**src/rtl/chip_top_soc.sv**
```systemverilog
`timescale 1ns/1ps
`default_nettype none
// ============================================================================
// Module      : chip_top_soc
// Description : Register-bus peripheral hub: GPIO, 8N1 UART with RTS/CTS,
//               tohost exit register and free-running cycle counter.
// Revision    : 1.0 - initial release
// ============================================================================
module chip_top_soc #(
    parameter logic [15:0] BAUD_RESET = 16'd52,
    parameter int          DIP_W      = 16
) (
    input  logic             clk,
    input  logic             rst_top,
    input  logic [7:0]       bus_addr,
    input  logic [31:0]      bus_wdata,
    input  logic             bus_we,
    input  logic             bus_re,
    output logic [31:0]      bus_rdata,
    output logic             bus_ack,
    input  logic             rxd,
    output logic             txd,
    input  logic             cts,
    output logic             rts,
    input  logic [DIP_W-1:0] i_dip,
    input  logic             GPIO_SW_C,
    input  logic             GPIO_SW_W,
    input  logic             GPIO_SW_E,
    input  logic             GPIO_SW_N,
    input  logic             GPIO_SW_S,
    output logic [7:0]       o_led,
    output logic             irq,
    output logic             exit_valid,
    output logic [30:0]      exit_code
);

    localparam logic [5:0] C_IDX_LED    = 6'd0;
    localparam logic [5:0] C_IDX_INPUT  = 6'd1;
    localparam logic [5:0] C_IDX_TX     = 6'd2;
    localparam logic [5:0] C_IDX_RX     = 6'd3;
    localparam logic [5:0] C_IDX_STATUS = 6'd4;
    localparam logic [5:0] C_IDX_BAUD   = 6'd5;
    localparam logic [5:0] C_IDX_TOHOST = 6'd6;
    localparam logic [5:0] C_IDX_CYCLE  = 6'd7;

    localparam logic [1:0] C_RX_IDLE  = 2'd0;
    localparam logic [1:0] C_RX_START = 2'd1;
    localparam logic [1:0] C_RX_DATA  = 2'd2;
    localparam logic [1:0] C_RX_STOP  = 2'd3;

    logic [7:0]  r_led;
    logic [15:0] r_baud;
    logic [31:0] r_cycle;
    logic        r_exit_valid;
    logic [30:0] r_exit_code;
    logic        r_ack;
    logic [31:0] r_rdata;

    logic        r_tx_busy;
    logic        r_txd;
    logic [8:0]  r_tx_shift;
    logic [15:0] r_tx_cnt;
    logic [3:0]  r_tx_bits;

    logic        r_rx_s1, r_rx_s2, r_rx_prev;
    logic [1:0]  r_rx_state;
    logic [15:0] r_rx_cnt;
    logic [2:0]  r_rx_bits;
    logic [7:0]  r_rx_shift;
    logic        r_rx_done;
    logic [7:0]  r_rx_byte;
    logic        r_rx_valid;
    logic        r_overrun;
    logic        r_frame_err;

    logic [5:0]  w_idx;
    logic        w_rd;
    logic        w_tx_start;
    logic        w_rx_read;
    logic        w_stat_wr;
    logic        w_rx_fall;
    logic [31:0] w_input;
    logic [31:0] w_rmux;
    logic        w_unused;

    assign w_idx      = bus_addr[7:2];
    // A simultaneous write wins: the access is treated purely as a write.
    assign w_rd       = bus_re & ~bus_we;
    assign w_tx_start = bus_we && (w_idx == C_IDX_TX) && !r_tx_busy && cts;
    assign w_rx_read  = w_rd && (w_idx == C_IDX_RX);
    assign w_stat_wr  = bus_we && (w_idx == C_IDX_STATUS);
    assign w_rx_fall  = r_rx_prev & ~r_rx_s2;
    assign w_input    = {{(27-DIP_W){1'b0}}, GPIO_SW_S, GPIO_SW_N, GPIO_SW_E,
                         GPIO_SW_W, GPIO_SW_C, i_dip};
    assign w_unused   = ^bus_addr[1:0];

    always_comb begin
        w_rmux = 32'd0;
        case (w_idx)
            C_IDX_LED:    w_rmux = {24'd0, r_led};
            C_IDX_INPUT:  w_rmux = w_input;
            C_IDX_RX:     w_rmux = {r_rx_valid, 23'd0, r_rx_byte};
            C_IDX_STATUS: w_rmux = {27'd0, cts, r_frame_err, r_overrun, r_rx_valid, r_tx_busy};
            C_IDX_BAUD:   w_rmux = {16'd0, r_baud};
            C_IDX_TOHOST: w_rmux = {r_exit_code, r_exit_valid};
            C_IDX_CYCLE:  w_rmux = r_cycle;
            default:      w_rmux = 32'd0;
        endcase
    end

    always_ff @(posedge clk) begin
        if (!rst_top) begin
            r_ack   <= 1'b0;
            r_rdata <= 32'd0;
        end else begin
            r_ack   <= bus_we | bus_re;
            r_rdata <= w_rd ? w_rmux : 32'd0;
        end
    end

    always_ff @(posedge clk) begin
        if (!rst_top) begin
            r_led        <= 8'd0;
            r_baud       <= BAUD_RESET;
            r_cycle      <= 32'd0;
            r_exit_valid <= 1'b0;
            r_exit_code  <= 31'd0;
        end else begin
            r_cycle <= r_cycle + 32'd1;
            if (bus_we && (w_idx == C_IDX_LED))
                r_led <= bus_wdata[7:0];
            if (bus_we && (w_idx == C_IDX_BAUD))
                r_baud <= (bus_wdata[15:0] < 16'd4) ? 16'd4 : bus_wdata[15:0];
            if (bus_we && (w_idx == C_IDX_TOHOST) && bus_wdata[0] && !r_exit_valid) begin
                r_exit_valid <= 1'b1;
                r_exit_code  <= bus_wdata[31:1];
            end
        end
    end

    // Transmitter: shift register holds the data bits followed by the stop bit.
    always_ff @(posedge clk) begin
        if (!rst_top) begin
            r_tx_busy  <= 1'b0;
            r_txd      <= 1'b1;
            r_tx_shift <= 9'd0;
            r_tx_cnt   <= 16'd0;
            r_tx_bits  <= 4'd0;
        end else if (w_tx_start) begin
            r_tx_busy  <= 1'b1;
            r_txd      <= 1'b0;
            r_tx_shift <= {1'b1, bus_wdata[7:0]};
            r_tx_cnt   <= 16'd0;
            r_tx_bits  <= 4'd0;
        end else if (r_tx_busy) begin
            if (r_tx_cnt >= r_baud - 16'd1) begin
                r_tx_cnt <= 16'd0;
                if (r_tx_bits == 4'd9) begin
                    r_tx_busy <= 1'b0;
                    r_txd     <= 1'b1;
                end else begin
                    r_txd      <= r_tx_shift[0];
                    r_tx_shift <= {1'b0, r_tx_shift[8:1]};
                    r_tx_bits  <= r_tx_bits + 4'd1;
                end
            end else begin
                r_tx_cnt <= r_tx_cnt + 16'd1;
            end
        end
    end

    // Receiver: status clears are applied first so a same-cycle set wins.
    always_ff @(posedge clk) begin
        if (!rst_top) begin
            r_rx_s1     <= 1'b1;
            r_rx_s2     <= 1'b1;
            r_rx_prev   <= 1'b1;
            r_rx_state  <= C_RX_IDLE;
            r_rx_cnt    <= 16'd0;
            r_rx_bits   <= 3'd0;
            r_rx_shift  <= 8'd0;
            r_rx_done   <= 1'b0;
            r_rx_byte   <= 8'd0;
            r_rx_valid  <= 1'b0;
            r_overrun   <= 1'b0;
            r_frame_err <= 1'b0;
        end else begin
            r_rx_s1   <= rxd;
            r_rx_s2   <= r_rx_s1;
            r_rx_prev <= r_rx_s2;
            r_rx_done <= 1'b0;
            if (w_stat_wr && bus_wdata[2]) r_overrun   <= 1'b0;
            if (w_stat_wr && bus_wdata[3]) r_frame_err <= 1'b0;
            case (r_rx_state)
                C_RX_IDLE: begin
                    if (w_rx_fall) begin
                        r_rx_state <= C_RX_START;
                        r_rx_cnt   <= 16'd0;
                    end
                end
                C_RX_START: begin
                    if (r_rx_cnt >= {1'b0, r_baud[15:1]}) begin
                        r_rx_cnt   <= 16'd0;
                        r_rx_bits  <= 3'd0;
                        r_rx_state <= r_rx_s2 ? C_RX_IDLE : C_RX_DATA;
                    end else begin
                        r_rx_cnt <= r_rx_cnt + 16'd1;
                    end
                end
                C_RX_DATA: begin
                    if (r_rx_cnt >= r_baud - 16'd1) begin
                        r_rx_cnt   <= 16'd0;
                        r_rx_shift <= {r_rx_s2, r_rx_shift[7:1]};
                        r_rx_bits  <= r_rx_bits + 3'd1;
                        if (r_rx_bits == 3'd7) r_rx_state <= C_RX_STOP;
                    end else begin
                        r_rx_cnt <= r_rx_cnt + 16'd1;
                    end
                end
                C_RX_STOP: begin
                    if (r_rx_cnt >= r_baud - 16'd1) begin
                        r_rx_cnt   <= 16'd0;
                        r_rx_state <= C_RX_IDLE;
                        if (r_rx_s2) r_rx_done   <= 1'b1;
                        else         r_frame_err <= 1'b1;
                    end else begin
                        r_rx_cnt <= r_rx_cnt + 16'd1;
                    end
                end
                default: r_rx_state <= C_RX_IDLE;
            endcase
            if (r_rx_done) begin
                r_rx_byte  <= r_rx_shift;
                r_rx_valid <= 1'b1;
                if (r_rx_valid && !w_rx_read) r_overrun <= 1'b1;
            end else if (w_rx_read) begin
                r_rx_valid <= 1'b0;
            end
        end
    end

    assign bus_rdata  = r_rdata;
    assign bus_ack    = r_ack;
    assign txd        = r_txd;
    assign rts        = r_rx_valid;
    assign irq        = r_rx_valid;
    assign o_led      = r_led;
    assign exit_valid = r_exit_valid;
    assign exit_code  = r_exit_code;

endmodule
`default_nettype wire

```
**config.mk**
```make
export PLATFORM = sky130hd
export DESIGN_NAME = chip_top_soc
export DESIGN_NICKNAME = d
export VERILOG_FILES = /design/src/rtl/chip_top_soc.sv
export SDC_FILE = /design/constraint.sdc
export NUM_CORES = 1
export LEC_CHECK = 0
export CAP_MARGIN = 20
export CORE_ASPECT_RATIO = 1.1
export CORE_UTILIZATION = 58
export CTS_CLUSTER_DIAMETER = 40
export DETAILED_ROUTE_END_ITERATION = 8
export DONT_BUFFER_PORTS = 1
export PLACE_DENSITY = 0.77
export SETUP_SLACK_MARGIN = 0.3
export SLEW_MARGIN = 30
export SYNTH_ARGS = -nofsm -noshare
export SYNTH_HDL_FRONTEND = slang
export SYNTH_SLANG_ARGS = --single-unit
```
**constraint.sdc**
```tcl
create_clock -name clk -period 3.8 [get_ports clk]
set_input_delay 0.19 -clock clk [delete_from_list [all_inputs] [get_ports clk]]
set_output_delay 0.19 -clock clk [all_outputs]
set_load 0.005 [all_outputs]
```
==> Implementation_results.wiki <==
{| class="wikitable"
! Metric !! Value
|-
| Library cell with the highest instance count after synthesis || dfxtp_1
|-
| Part of the total power dissipated in sequential elements || 0.511
|-
| Remaining number of nets flagged by the antenna check after routing || 0
|-
| Power share of the clock group || 0.437
|-
| HP Class || primary input to register
|-
| Most used flip-flop cell after synthesis || dfxtp_1
|-
| Nets in the synthesized netlist || ~1,200
|-
| Violated checks || negative hold slack, negative setup slack
|-
| Status || complete, but fails checks
|-
| Max-slew violation total from the final report || 0
|-
| Total Power || about 4.1 mW
|-
| Number of storage elements in the synthesis netlist || between 150 and 200
|-
| Largest clock skew in the final design || between 9 and 10 ps
|-
| Total clock buffers created by CTS || 17
|-
| Hold Violations, Final || 1
|-
| Number of antenna violations at the first check in global routing || 0
|-
| Endpoint required time on the critical path || between 4000 and 5000 ps
|-
| Net switching fraction of the power || 0.242
|-
| Number of port buffers || 0
|-
| DP HPWL || around 16 mm
|-
| Unrepaired setup endpoints after global routing || yes
|-
| Sequential-to-total area share from yosys stat || 0.412
|-
| Maximum vdd ir drop || just under 0.3 mV
|-
| Peak Freq || around 250 MHz
|-
| Comb pwr share || 0.052
|-
| Post-synthesis instance total || 1,087
|-
| Slack of the critical path || -192 ps
|-
| Final critical-path share of the clock period || 1.05
|-
| Cell accounting for the most synthesized area || dfxtp_1
|-
| Total gr overflow || 0
|-
| Number of synthesized flops with an enable pin || 0
|-
| WL per Instance || 19.9 µm
|-
| Clock tree buffer depth || 2
|-
| Fraction of final layout cells with drive strength greater than 1 || 0.169
|-
| Num Clock Sinks || between 150 and 200
|-
| Unique masters post-synth || 66
|-
| I/O pin total || 143
|-
| Clock Root Buffer || clkbuf_16
|-
| Number of remaining DRC errors || 0
|-
| Synthesized area per cell || between 8 and 9 µm²
|-
| Total Die Area || 0.0169 mm²
|-
| Category of the most critical setup path || register to register
|-
| Worst slack, placed || -18.7 ps
|-
| Area of the mapped netlist || 0.00952 mm²
|-
| Vias per cell || 6.21
|-
| Fin Hold WS || -5.12 ps
|-
| Router iterations before antenna repair || 6
|-
| Post-layout net count || roughly 1,300
|-
| Iter 0 DRT Violations || between 700 and 800
|-
| Worst path slowest cell || or3_4
|-
| Critical Path AT || 4360 ps
|-
| # diodes || 0
|-
| Max capacitance violation total || 0
|-
| Switching Power || slightly below 1 mW
|-
| Reg clk slew, reported paths || about 80 ps
|-
| Initial core utilization || 0.600
|-
| Area of the core || around 0.016 mm²
|-
| Worst-path maximum fanout || 7
|-
| RD Place Congestion || ~0.87
|-
| Launching element type of the critical path || register
|-
| First-pass GRT wire length || around 42 mm
|-
| Leading post-synthesis cells by instance count || dfxtp_1 (196), nand2_1 (158), a21boi_0 (61)
|-
| Number of warnings printed during yosys synthesis || 0
|-
| Reported leakage power || 4.25 nW
|-
| Area added between synthesis and finish || 23.9%
|-
| DIE HEIGHT || 136 µm
|-
| Transition time at the pin with the least slew margin || 965 ps
|-
| CTS tree || done
|-
| Insertion delay to the later sink of the worst-skew pair || ~440 ps
|-
| Max-slew headroom at the worst pin || 0.357
|-
| H-tree Lvls || 4
|-
| Overall Global Routing Usage || 0.324
|-
| Final worst path period need || approximately 4000 ps
|-
| Cell Area, Placed || about 0.0098 mm²
|-
| List of cells traversed by the critical path || or3_4, nor3_4, nand2_2, nor3_4, nand3_2, xnor2_2, ha_1, a21o_1, a21o_1, a221o_1, a41oi_2, nand3_1, nor3_1, a221o_2, buf_6, buf_16, a21oi_2, a31oi_1
|-
| Cell area power density || 344 mW/mm²
|-
| Largest net degree at the start of global routing || between 100 and 150
|-
| FFs w/ async S/R, synth || 0
|-
| Cell internal pwr || around 3 mW
|-
| Final-report setup violation count || 22
|-
| Number of global-route vias before repair || 8,330
|-
| Overall die width || between 100 and 150 µm
|-
| Share of the synthesized area in the top cell type || 0.412
|-
| DR vias || 8,542
|-
| Synth area leaders || dfxtp_1 (41%), ha_1 (6.7%), nand2_1 (6.2%), a21boi_0 (4.8%), a22oi_1 (4.1%)
|-
| Cell row count || 48
|-
| Endpoint kind of the worst setup timing path || register
|-
| Post-route cell area || between 0.01 and 0.015 mm²
|-
| Biggest cell delay along the critical path || ~410 ps
|-
| Total wire length || around 27 mm
|}
## cells by family (layout without fill, tap and decap cells)
logic type                 after synthesis  after routing  share of synthesized area
and+or+nand+nor                        432            432                      0.225
AOI/OAI and AO/OA                      243            243                      0.180
DFF                                    196            196                      0.412
adders and majority gates               52             52                     0.0681
muxes                                   19             19                     0.0200
buffers and inverters                   86            174                     0.0388
xor gates and xnor gates                59             59                     0.0557
## layout by cell type (no fill, tap or decap), types with 20 or more instances in the layout
cell / instances
nor2_1: 40
nand3_1: 38
a22oi_1: 52
dfxtp_1: 192
nand2_1: 155
nand2b_1: 24
xnor2_1: 34
a21oi_1: 25
and3_1: 22
a31oi_1: 20
nor2b_1: 23
and2_1: 30
dlygate4sd3_1: 53
ha_1: 47
buf_4: 43
inv_1: 22
a21boi_0: 59
## flip-flops by register name, summed over array words and instances, names as in the netlist, 3 cells and up, named ones only
register	count
bus_rdata	32
exit_code	31
o_led	8
r_baud	16
r_cycle	32
r_rx_bits	3
r_rx_byte	8
r_rx_cnt	16
r_rx_shift	8
r_tx_bits	4
r_tx_cnt	16
r_tx_shift	9
## area by class of cell
class,count,area (µm²)
clock inverters,12,108
well taps,200,250
multi-input cells,805,5770
fillers,1046,4060
clock buffers,20,467
flip-flops and latches,196,3930
repair buffers,120,1190
inverters,22,82.6
## power by group through the flow
stage | clock network [mW] | logic, mW | registers (mW)
2_1_floorplan | 0 | 0.0947 | 2.12
3_3_place_gp | 0 | 0.0883 | 2.12
3_5_place_dp | 0 | 0.0908 | 2.12
4_1_cts | 1.78 | 0.184 | 2.07
5_1_grt | 1.86 | 0.221 | 2.08
6_report | 1.78 | 0.209 | 2.08
## layer usage
metal	routed length, µm	global-route usage	up-vias	share of wire
met5	0	0	-	0
met4	1360	0.169	0	0.050
met3	1920	0.0747	114	0.070
met2	13400	0.532	400	0.49
met1	10700	0.391	4037	0.39
li1	-	-	3991	-
## critical path, delay by kind of cell (launching register included)
family,cells,cell delay (ps)
flops,1,340
fa+ha+maj,1,300
xor+xnor,1,170
simple gates,7,1530
buf+inv,2,240
compound gates,7,1330
## worst paths after layout
path                          start                  endpoint  slack, ps  cells after the start
min reg2reg      r_rx_s1$_SDFF_PN1_        r_rx_s2$_SDFF_PN1_        410                      1
max          r_baud[1]$_SDFFE_PN0P_  r_rx_cnt[8]$_SDFFE_PN0P_       -190                     18
min                       GPIO_SW_E  bus_rdata[18]$_SDFF_PN0_         -5                      2
max reg2reg  r_baud[1]$_SDFFE_PN0P_  r_rx_cnt[8]$_SDFFE_PN0P_       -190                     18
## stage by stage
step	hold slack, ps	setup TNS (ps)	cells	utilization
2_1_floorplan	291	-248	1087	-
3_3_place_gp	259	0	1252	0.617
3_5_place_dp	263	-45.5	1252	0.617
4_1_cts	0.486	0	1361	0.717
5_1_grt	6.10	-7130	1375	0.744
6_report	-5.12	-2460	1375	0.744
## repair_timing
item | CTS | global route
buffers inserted | 20 | 13
endpoints found under the hold margin | 145 | 0
hold buffers | 54 | 0
gates resized for setup | 51 | 73
gates cloned | 3 | 1
setup endpoints to repair | 57 | 59
pin swaps | 12 | 22
(Power assumes the default switching activity.)
